`src/rtl/sos_pkg.sv`:
```
// Shared constants for the time-shared biquad cascade:
// FSM encodings, coefficient slot indices and reset coefficient table.
package sos_pkg;

    localparam int SOS_FRAC = 18;
    localparam int NUM_COEF = 6;

    localparam logic [2:0] S_IDLE = 3'd0;
    localparam logic [2:0] S_GAIN = 3'd1;
    localparam logic [2:0] S_MAC  = 3'd2;
    localparam logic [2:0] S_SAT  = 3'd3;
    localparam logic [2:0] S_DONE = 3'd4;

    localparam logic [2:0] IDX_B0   = 3'd0;
    localparam logic [2:0] IDX_B1   = 3'd1;
    localparam logic [2:0] IDX_B2   = 3'd2;
    localparam logic [2:0] IDX_A1   = 3'd3;
    localparam logic [2:0] IDX_A2   = 3'd4;
    localparam logic [2:0] IDX_GAIN = 3'd5;

    // Table entries are raw bit patterns; they are truncated to COEF_SIZE on load.
    localparam int DEF_COEF [8][NUM_COEF] = '{
        '{262144, 1011590, 262144, 542396, 252999, 1176},
        '{262144,  669788, 262144, 537231, 254856, 1176},
        '{262144, 0, 0, 0, 0, 262144},
        '{262144, 0, 0, 0, 0, 262144},
        '{262144, 0, 0, 0, 0, 262144},
        '{262144, 0, 0, 0, 0, 262144},
        '{262144, 0, 0, 0, 0, 262144},
        '{262144, 0, 0, 0, 0, 262144}
    };

endpackage

```
`src/rtl/sos_mac.sv`:
```
// Shared multiplier with registered accumulator; rounds and saturates
// either the raw product or the accumulator back to sample width.
module sos_mac #(
    parameter int DW   = 24,
    parameter int CW   = 20,
    parameter int FRAC = 18
) (
    input  logic                 clk_i,
    input  logic                 rst_i,
    input  logic                 clr_i,
    input  logic                 acc_en_i,
    input  logic                 neg_i,
    input  logic                 sel_acc_i,
    input  logic signed [DW-1:0] a_i,
    input  logic signed [CW-1:0] b_i,
    output logic signed [DW-1:0] q_o
);
    localparam int PW = DW + CW;
    localparam int AW = DW + CW + 3;
    localparam logic signed [AW-1:0] HALF = AW'(1) << (FRAC - 1);
    localparam logic signed [AW-1:0] MAXV = {{(AW-DW+1){1'b0}}, {(DW-1){1'b1}}};
    localparam logic signed [AW-1:0] MINV = ~MAXV;

    logic signed [PW-1:0] prod;
    logic signed [AW-1:0] prod_x, term, src, rnd, acc_q, acc_d;

    assign prod   = $signed({{CW{a_i[DW-1]}}, a_i}) * $signed({{DW{b_i[CW-1]}}, b_i});
    assign prod_x = {{3{prod[PW-1]}}, prod};
    assign term   = neg_i ? -prod_x : prod_x;
    assign src    = sel_acc_i ? acc_q : prod_x;
    assign rnd    = (src + HALF) >>> FRAC;

    always_comb begin
        acc_d = acc_q;
        if (clr_i)
            acc_d = '0;
        else if (acc_en_i)
            acc_d = acc_q + term;
    end

    always_comb begin
        q_o = rnd[DW-1:0];
        if (rnd > MAXV)
            q_o = MAXV[DW-1:0];
        else if (rnd < MINV)
            q_o = MINV[DW-1:0];
    end

    always_ff @(posedge clk_i) begin
        if (rst_i)
            acc_q <= '0;
        else
            acc_q <= acc_d;
    end

endmodule

```
`src/rtl/sos_cascade_scheduler.sv`:
```
// Biquad cascade: STAGES sections share one multiplier, seven cycles each
// (gain, five taps, saturate), plus one cycle to publish the result.
module sos_cascade_scheduler
    import sos_pkg::*;
#(
    parameter int COEF_SIZE = 20,
    parameter int DATA_SIZE = 24,
    parameter int STAGES    = 2,
    parameter int FRAC      = SOS_FRAC
) (
    input  logic                 clk,
    input  logic                 reset,
    input  logic                 sample_trig,
    input  logic [DATA_SIZE-1:0] data_in,
    input  logic                 cfg_we,
    input  logic [2:0]           cfg_stage,
    input  logic [2:0]           cfg_idx,
    input  logic [COEF_SIZE-1:0] cfg_data,
    output logic [DATA_SIZE-1:0] data_out,
    output logic                 filter_end,
    output logic                 busy,
    output logic                 overrun
);
    localparam int SIW = (STAGES > 1) ? $clog2(STAGES) : 1;
    localparam logic [2:0] LAST = 3'(STAGES - 1);
    localparam logic [3:0] NST  = 4'(STAGES);

    logic [2:0]                  state_q, state_d;
    logic [2:0]                  tap_q, tap_d;
    logic [2:0]                  stage_q, stage_d;
    logic [SIW-1:0]              sidx;
    logic signed [DATA_SIZE-1:0] x_q, xg_q, data_out_q;
    logic signed [DATA_SIZE-1:0] x1_q [STAGES];
    logic signed [DATA_SIZE-1:0] x2_q [STAGES];
    logic signed [DATA_SIZE-1:0] y1_q [STAGES];
    logic signed [DATA_SIZE-1:0] y2_q [STAGES];
    logic signed [COEF_SIZE-1:0] coef_q [STAGES][NUM_COEF];
    logic                        filter_end_q, busy_q, overrun_q;
    logic signed [DATA_SIZE-1:0] mac_a, mac_q;
    logic signed [COEF_SIZE-1:0] mac_b;
    logic                        mac_clr, mac_en, mac_neg, mac_sel;
    logic                        cfg_ok;

    assign sidx   = stage_q[SIW-1:0];
    assign cfg_ok = cfg_we && !busy_q && ({1'b0, cfg_stage} < NST)
                    && (cfg_idx <= IDX_GAIN);

    always_comb begin
        state_d = state_q;
        tap_d   = tap_q;
        stage_d = stage_q;
        case (state_q)
            S_IDLE: if (sample_trig) begin
                state_d = S_GAIN;
                stage_d = '0;
            end
            S_GAIN: begin
                state_d = S_MAC;
                tap_d   = '0;
            end
            S_MAC: if (tap_q == 3'd4) state_d = S_SAT;
                   else tap_d = tap_q + 3'd1;
            S_SAT: if (stage_q == LAST) state_d = S_DONE;
                   else begin
                       stage_d = stage_q + 3'd1;
                       state_d = S_GAIN;
                   end
            default: state_d = S_IDLE;
        endcase
    end

    // Feedback taps subtract, so A1/A2 are stored with the usual sign.
    always_comb begin
        mac_a   = x_q;
        mac_b   = coef_q[sidx][IDX_GAIN];
        mac_clr = 1'b0;
        mac_en  = 1'b0;
        mac_neg = 1'b0;
        mac_sel = 1'b0;
        case (state_q)
            S_GAIN: mac_clr = 1'b1;
            S_MAC: begin
                mac_en = 1'b1;
                case (tap_q)
                    3'd0: begin mac_a = xg_q;       mac_b = coef_q[sidx][IDX_B0]; end
                    3'd1: begin mac_a = x1_q[sidx]; mac_b = coef_q[sidx][IDX_B1]; end
                    3'd2: begin mac_a = x2_q[sidx]; mac_b = coef_q[sidx][IDX_B2]; end
                    3'd3: begin mac_a = y1_q[sidx]; mac_b = coef_q[sidx][IDX_A1]; mac_neg = 1'b1; end
                    default: begin mac_a = y2_q[sidx]; mac_b = coef_q[sidx][IDX_A2]; mac_neg = 1'b1; end
                endcase
            end
            S_SAT: mac_sel = 1'b1;
            default: ;
        endcase
    end

    sos_mac #(
        .DW   (DATA_SIZE),
        .CW   (COEF_SIZE),
        .FRAC (FRAC)
    ) u_mac (
        .clk_i     (clk),
        .rst_i     (reset),
        .clr_i     (mac_clr),
        .acc_en_i  (mac_en),
        .neg_i     (mac_neg),
        .sel_acc_i (mac_sel),
        .a_i       (mac_a),
        .b_i       (mac_b),
        .q_o       (mac_q)
    );

    always_ff @(posedge clk) begin
        if (reset) begin
            state_q      <= S_IDLE;
            tap_q        <= '0;
            stage_q      <= '0;
            x_q          <= '0;
            xg_q         <= '0;
            data_out_q   <= '0;
            filter_end_q <= 1'b0;
            busy_q       <= 1'b0;
            overrun_q    <= 1'b0;
            for (int s = 0; s < STAGES; s++) begin
                x1_q[s] <= '0;
                x2_q[s] <= '0;
                y1_q[s] <= '0;
                y2_q[s] <= '0;
                for (int i = 0; i < NUM_COEF; i++)
                    coef_q[s][i] <= COEF_SIZE'(DEF_COEF[s][i]);
            end
        end else begin
            state_q      <= state_d;
            tap_q        <= tap_d;
            stage_q      <= stage_d;
            filter_end_q <= 1'b0;
            if (sample_trig && busy_q)
                overrun_q <= 1'b1;
            if (cfg_ok)
                coef_q[cfg_stage[SIW-1:0]][cfg_idx] <= cfg_data;
            case (state_q)
                S_IDLE: if (sample_trig) begin
                    x_q    <= data_in;
                    busy_q <= 1'b1;
                end
                S_GAIN: xg_q <= mac_q;
                S_SAT: begin
                    x2_q[sidx] <= x1_q[sidx];
                    x1_q[sidx] <= xg_q;
                    y2_q[sidx] <= y1_q[sidx];
                    y1_q[sidx] <= mac_q;
                    x_q        <= mac_q;
                end
                S_DONE: begin
                    data_out_q   <= x_q;
                    filter_end_q <= 1'b1;
                    busy_q       <= 1'b0;
                end
                default: ;
            endcase
        end
    end

    assign data_out   = data_out_q;
    assign filter_end = filter_end_q;
    assign busy       = busy_q;
    assign overrun    = overrun_q;

endmodule

```
`config.mk`:
```
export PLATFORM = sky130hd
export DESIGN_NAME = sos_cascade_scheduler
export DESIGN_NICKNAME = d
export VERILOG_FILES = /design/src/rtl/sos_pkg.sv /design/src/rtl/sos_mac.sv /design/src/rtl/sos_cascade_scheduler.sv
export SDC_FILE = /design/constraint.sdc
export NUM_CORES = 2
export LEC_CHECK = 0
export CAP_MARGIN = 20
export CORE_ASPECT_RATIO = 0.5
export CORE_MARGIN = 2
export CORE_UTILIZATION = 61
export DETAILED_ROUTE_END_ITERATION = 16
export PLACE_DENSITY = 0.87
export SKIP_LAST_GASP = 1
export SLEW_MARGIN = 30
export SYNTH_ARGS = -nofsm -noshare
export SYNTH_HDL_FRONTEND = slang
export SYNTH_SLANG_ARGS = --single-unit
```
`constraint.sdc`:
```
create_clock -name clk -period 16.6 [get_ports clk]
set_clock_uncertainty 0.05 [all_clocks]
set_input_delay 4.98 -clock clk [delete_from_list [all_inputs] [get_ports clk]]
set_output_delay 4.98 -clock clk [all_outputs]
set_load 0.02 [all_outputs]
```
======== Word-level counts from Yosys, hierarchy flattened ========
Memories as Yosys holds them, arrays and structs flattened. A register that Yosys moved wholly into a read port is not among the register bits.
Index checks and enable logic that the tools add are counted.
storage, ports and cells
  register bits after elaboration ......... 131
  bits in writable memories ............... 432
  bits of input ports ..................... 54
  output and inout port bits .............. 27
  logic and storage cells ................. 125
  memories kept ........................... 5
memories
  name    words  bits a word  rd ports  clocked after memory_dff  wr ports  RTL line                     source
  coef_q  2      120          1         1                         2         sos_cascade_scheduler.sv:37  logic signed [COEF_SIZE-1:0] coef_q [STAGES][NUM_COEF];
  x1_q    2      24           1         1                         2         sos_cascade_scheduler.sv:33  logic signed [DATA_SIZE-1:0] x1_q [STAGES];
  x2_q    2      24           1         1                         2         sos_cascade_scheduler.sv:34  logic signed [DATA_SIZE-1:0] x2_q [STAGES];
  y1_q    2      24           1         1                         2         sos_cascade_scheduler.sv:35  logic signed [DATA_SIZE-1:0] y1_q [STAGES];
  y2_q    2      24           1         1                         2         sos_cascade_scheduler.sv:36  logic signed [DATA_SIZE-1:0] y2_q [STAGES];
cells by class
  $add $sub $neg .......................... 5
  multiply operators ...................... 1
  order comparisons ....................... 6
  equality and inequality tests ........... 13
  mux-type cells .......................... 61
  bitwise gates (word level) .............. 1
  reductions and logical operators ........ 23
operator list
  operator                                                          number
  two-way mux 120 bit                                               3
  two-way mux 24 bit                                                8
  OR reduction 120 bit                                              1
  case mux 24 bit (4 select lines)                                  1
  OR reduction 24 bit                                               4
  two-way mux 47 bit                                                2
  case mux 20 bit (4 select lines)                                  1
  demux 20 bit (select 3 bit)                                       1
  case mux 24 bit (2 select lines)                                  1
  adder 47 x 19 -> 47 bit (second input constant)                   1
  adder 47 bit                                                      1
  negation 44 -> 47 bit                                             1
  multiplier 24 x 20 -> 44 bit                                      1
  two-way mux 20 bit                                                2
  two-way mux 1 bit                                                 32
  greater-than comparator 29 x 24 -> 1 bit (second input constant)  1
  < comparator 29 x 24 -> 1 bit (second input constant)             1
  two-way mux 3 bit                                                 6
  equality test 3 x 2 -> 1 bit (second input constant)              4
  case mux 3 bit (2 select lines)                                   2
  case mux 3 bit (4 select lines)                                   1
  equality test 3 x 1 -> 1 bit (second input constant)              3
  inequality test 2 bit (second input constant)                     4
  AND reduction 2 bit                                               4
  other kinds (15)                                                  24

======== Depth between registers and ports, before layout ========
  word-level depth ........................ 10
  gate-level depth with buffers ........... 57

======== Hierarchy ========
A second synthesis with hierarchy kept.
unflattened totals
  cells, all modules ...................... 4762
  area, all modules ....................... 47366.7 sq um
modules (own cells, without submodules)
  module                 instances  cells an instance  area an instance (sq um)  sequential area each (sq um)
  sos_mac                1          2924               24667.4                   940.9
  sos_cascade_scheduler  1          1838               22699.3                   14674.1

======== Least setup slack after synthesis ========
Ideal clock, no wire load.
  kind .................................... flip-flop to flip-flop
  from .................................... register (tool-made name)
  to ...................................... register u_mac.acc_q[46]
  arrival time ............................ 12.731 ns
  setup slack ............................. 3.703 ns
  stages on the path, launching flop included .. 50
  period minus slack after synthesis ...... 12.897 ns
  cells stage by stage .................... dfxtp_1 -> clkbuf_1 -> buf_1 -> clkbuf_1 -> clkbuf_1 -> buf_1 -> mux2i_1 -> nor2_1 -> a21oi_1 -> clkbuf_1 -> nor2_1 -> fa_1 -> inv_1 -> fa_1 -> fa_1 -> fa_1 -> inv_1 -> fa_1 -> [14 not listed] -> or3_1 -> or4_1 -> nor2_1 -> nor2_1 -> xor2_1 -> ha_1 -> a21oi_1 -> o21bai_1 -> a21oi_1 -> nor2b_1 -> o21ai_0 -> nand2b_1 -> a31oi_1 -> o21ai_0 -> a21oi_1 -> xnor2_1 -> a21oi_1 -> a31o_2
RTL lines
  what                    RTL line       source
  end signal: assignment  sos_mac.sv:51  acc_q <= '0;
  end signal: assignment  sos_mac.sv:53  acc_q <= acc_d;
  end: declaration        sos_mac.sv:25  logic signed [AW-1:0] prod_x, term, src, rnd, acc_q, acc_d;

==> flow_summary.toml <==
[floorplan]
ios = 81
die-height_um = 200
initial_core_util_pct = 61.9
die-area_mm2 = 0.0789
fp.dieW_um = 395
core_mm2 = 0.0755
placementRows = 71

[worst_setup_path]
crit_end = "y1_q[0][10]"
cp_max_fo = 41
r2r_end = "y1_q[0][10]"
path_buf_inv = 9
required_ns = 16.93
rrSetupSlack_ns = 2.05
cp_slowest_cell = "fa_1"
crit_path_end_kind = "flip-flop"
cpMostUsedCell = "fa_1"
r2r_start = "tap_q[0]"
cp.arrival_ns = 14.88
cp_top_family = "adder cells"
crit_cells = 36
rr_worst_depth = 36
crit_type = "reg -> reg"
worstSetupStartpoint = "tap_q[0]"
critPathLaunchType = "flip-flop"
critPathMaxStageDelay_ns = 0.99

[routing]
vias = 37658
dr.pass1.iters = 9
drc = 0
initialDrtViolationCount = 5531
routed_wl_mm = 145
wl_per_cell_um = 24.7
ant_nets = 0
avgViaCountPerCell = 6.40

[synth]
synth_compound_area_share_pct = 11.6
ys_seq_area_share_pct = 33.4
ys.flop_type = "edfxtp_1"
yosysTopAreaCellShare_pct = 27.8
synthArstFlopShare_pct = 0
muxShareOfSynthArea_pct = 3.73
synthCells = 4858
synth-xor-area-share_pct = 2.85
synthAdderAreaFrac_pct = 25.8
synth_top_family_by_area = "adder cells"
ys_top_cells_by_area = "edfxtp_1 28%, fa_1 21%, dfxtp_1 5.7%"
yosysUniqueCellTypes = 87
yosys-top-cells-count = "658 x inv_1, 609 x nand2_1, 493 x fa_1"
synth-simple-area-share_pct = 15.1
ys_warn_count = 0
synth-edff-count = 432
syn_nets = 5578
synth_top_area_cell = "edfxtp_1"
ys_seq_elements = 564
yosysMostFrequentCell = "inv_1"
synth_area_mm2 = 0.0467
synth_area_per_cell_um2 = 9.62

[status]
status = "finished, final reports clean"

[timing]
slew_violations = 0
period_share_pct = 87.7
fin_ws_ns = 2.05
fmax_ghz = 0.0687
slew_headroom_pct = 23.3
fin_crit_ns = 14.55
setup_viol = 0
rsz0062_at_grt = "false"
tns_ns = 0
worst_pin_slew_ns = 1.14
hold_viol = 0

[layout]
final-seq-area_mm2 = 0.0156
finish.utilization_pct = 66.6
syn_to_final_growth_pct = 7.69
nets = 5540
fill_cells = 5618
drive_above_1_share_pct = 5.99
multi_input_area_mm2 = 0.0278
instances_no_fill = 5884

[clock_network]
cts-hold-fix-buffers = 0
cts-resized-gates = 0
cts_made_buffers = 50
clockRootBuffer = "clkbuf_16"
htreeDepth = 2
cts.sinks = 564
post_cts_buffers = 0
insertion_delay_ns = 0.66
path_clk_slew_ns = 0.07
clockBufferDepth = 3
cts_tree = "yes"

[global_route]
grt_pass1_vias = 38399
antenna_found_initial = 4
grt_pass1_wl_mm = 222
grt_max_degree = 77
overflow = 0
grt_use_total_pct = 37.0

[place]
place.gp.congestion = 1.04
dp_cells = 5789
dp_slack_ns = 2.42
place_hpwl_mm = 102
port-buffer-count = 80

[worst_hold_path]
holdCritPathClass = "reg -> reg"
worstHoldPathCells = 2

[job]
cap_violations = 0
## cell type report
type                    count  share of cell area [%]
diodes                      2                 0.00995
clock buffers              60                    2.58
multi-input cells        3371                    55.2
inverters                 661                    4.93
well taps                1022                    2.54
clock inverters            32                   0.622
flip-flops and latches    564                    31.0
repair buffers            172                    3.03
## tightest hold or removal path: stages, from the launching register on
cell and delay [ns]:
dfxtp_1 0.31, nand2_1 0.05, a21oi_1 0.05
## state kept, by name (all words and copies together) (netlist names), named ones only
| name | count |
|---|---|
| busy | 1 |
| coef_q | 240 |
| data_out | 24 |
| filter_end | 1 |
| overrun | 1 |
| stage_q | 3 |
| state_q | 3 |
| tap_q | 3 |
| u_mac.acc_q | 47 |
| x1_q | 48 |
| x2_q | 48 |
| x_q | 24 |
| xg_q | 24 |
| y1_q | 48 |
| y2_q | 48 |
## per-layer routing
| metal | up-vias | routed length [um] | global-route usage [%] |
|---|---|---|---|
| met5 | - | 42 | 0 |
| met3 | 599 | 22000 | 11.8 |
| met1 | 18225 | 52900 | 48.7 |
| li1 | 16011 | - | - |
| met4 | 6 | 7460 | 17.3 |
| met2 | 2817 | 62700 | 56.3 |
## per-stage QoR
step	hold WS, ns	area (um^2)
after floorplan	0.386	46700
after detailed placement	0.396	48700
after global placement	0.393	48600
after global routing	0.423	50300
final	0.407	50300
after CTS	0.404	50300
## worst min path at each step
stage	from	endpoint	slack [ns]
final	data_out[9]	data_out[9]	0.41
after global routing	data_out[15]	data_out[15]	0.42
after CTS	data_out[15]	data_out[15]	0.40
after detailed placement	data_out[15]	data_out[15]	0.40
after global placement	u_mac.acc_q[16]	u_mac.acc_q[16]	0.39
after floorplan	u_mac.acc_q[12]	u_mac.acc_q[12]	0.39
## layout by cell type (no fill, tap or decap), types with 28 or more instances in the layout
cell type and count:
dfxtp_1 130, ha_1 172, and2_1 123, edfxtp_1 432, nand2b_1 101, fa_1 493
and3_1 37, o211ai_1 33, mux2i_1 139, nor3_1 32, nor2_1 466, a21o_1 47
buf_4 90, o21ai_0 105, o22ai_1 33, nand2_1 607, a22oi_1 93, xor2_1 60
clkdlybuf4s50_1 79, or2_2 28, clkbuf_16 50, nand3_1 44, xnor2_1 89, a21oi_1 269
inv_1 658, o21a_1 37
## cells by family after synthesis
group | count (synthesis)
buffers and inverters | 923
AOI/OAI and AO/OA | 837
muxes | 156
xor gates and xnor gates | 151
adders and majority gates | 666
DFF | 564
and+or+nand+nor | 1561
Power is not shown: default switching activity piles up to over one toggle a cycle in this logic, so the estimate is an artifact.
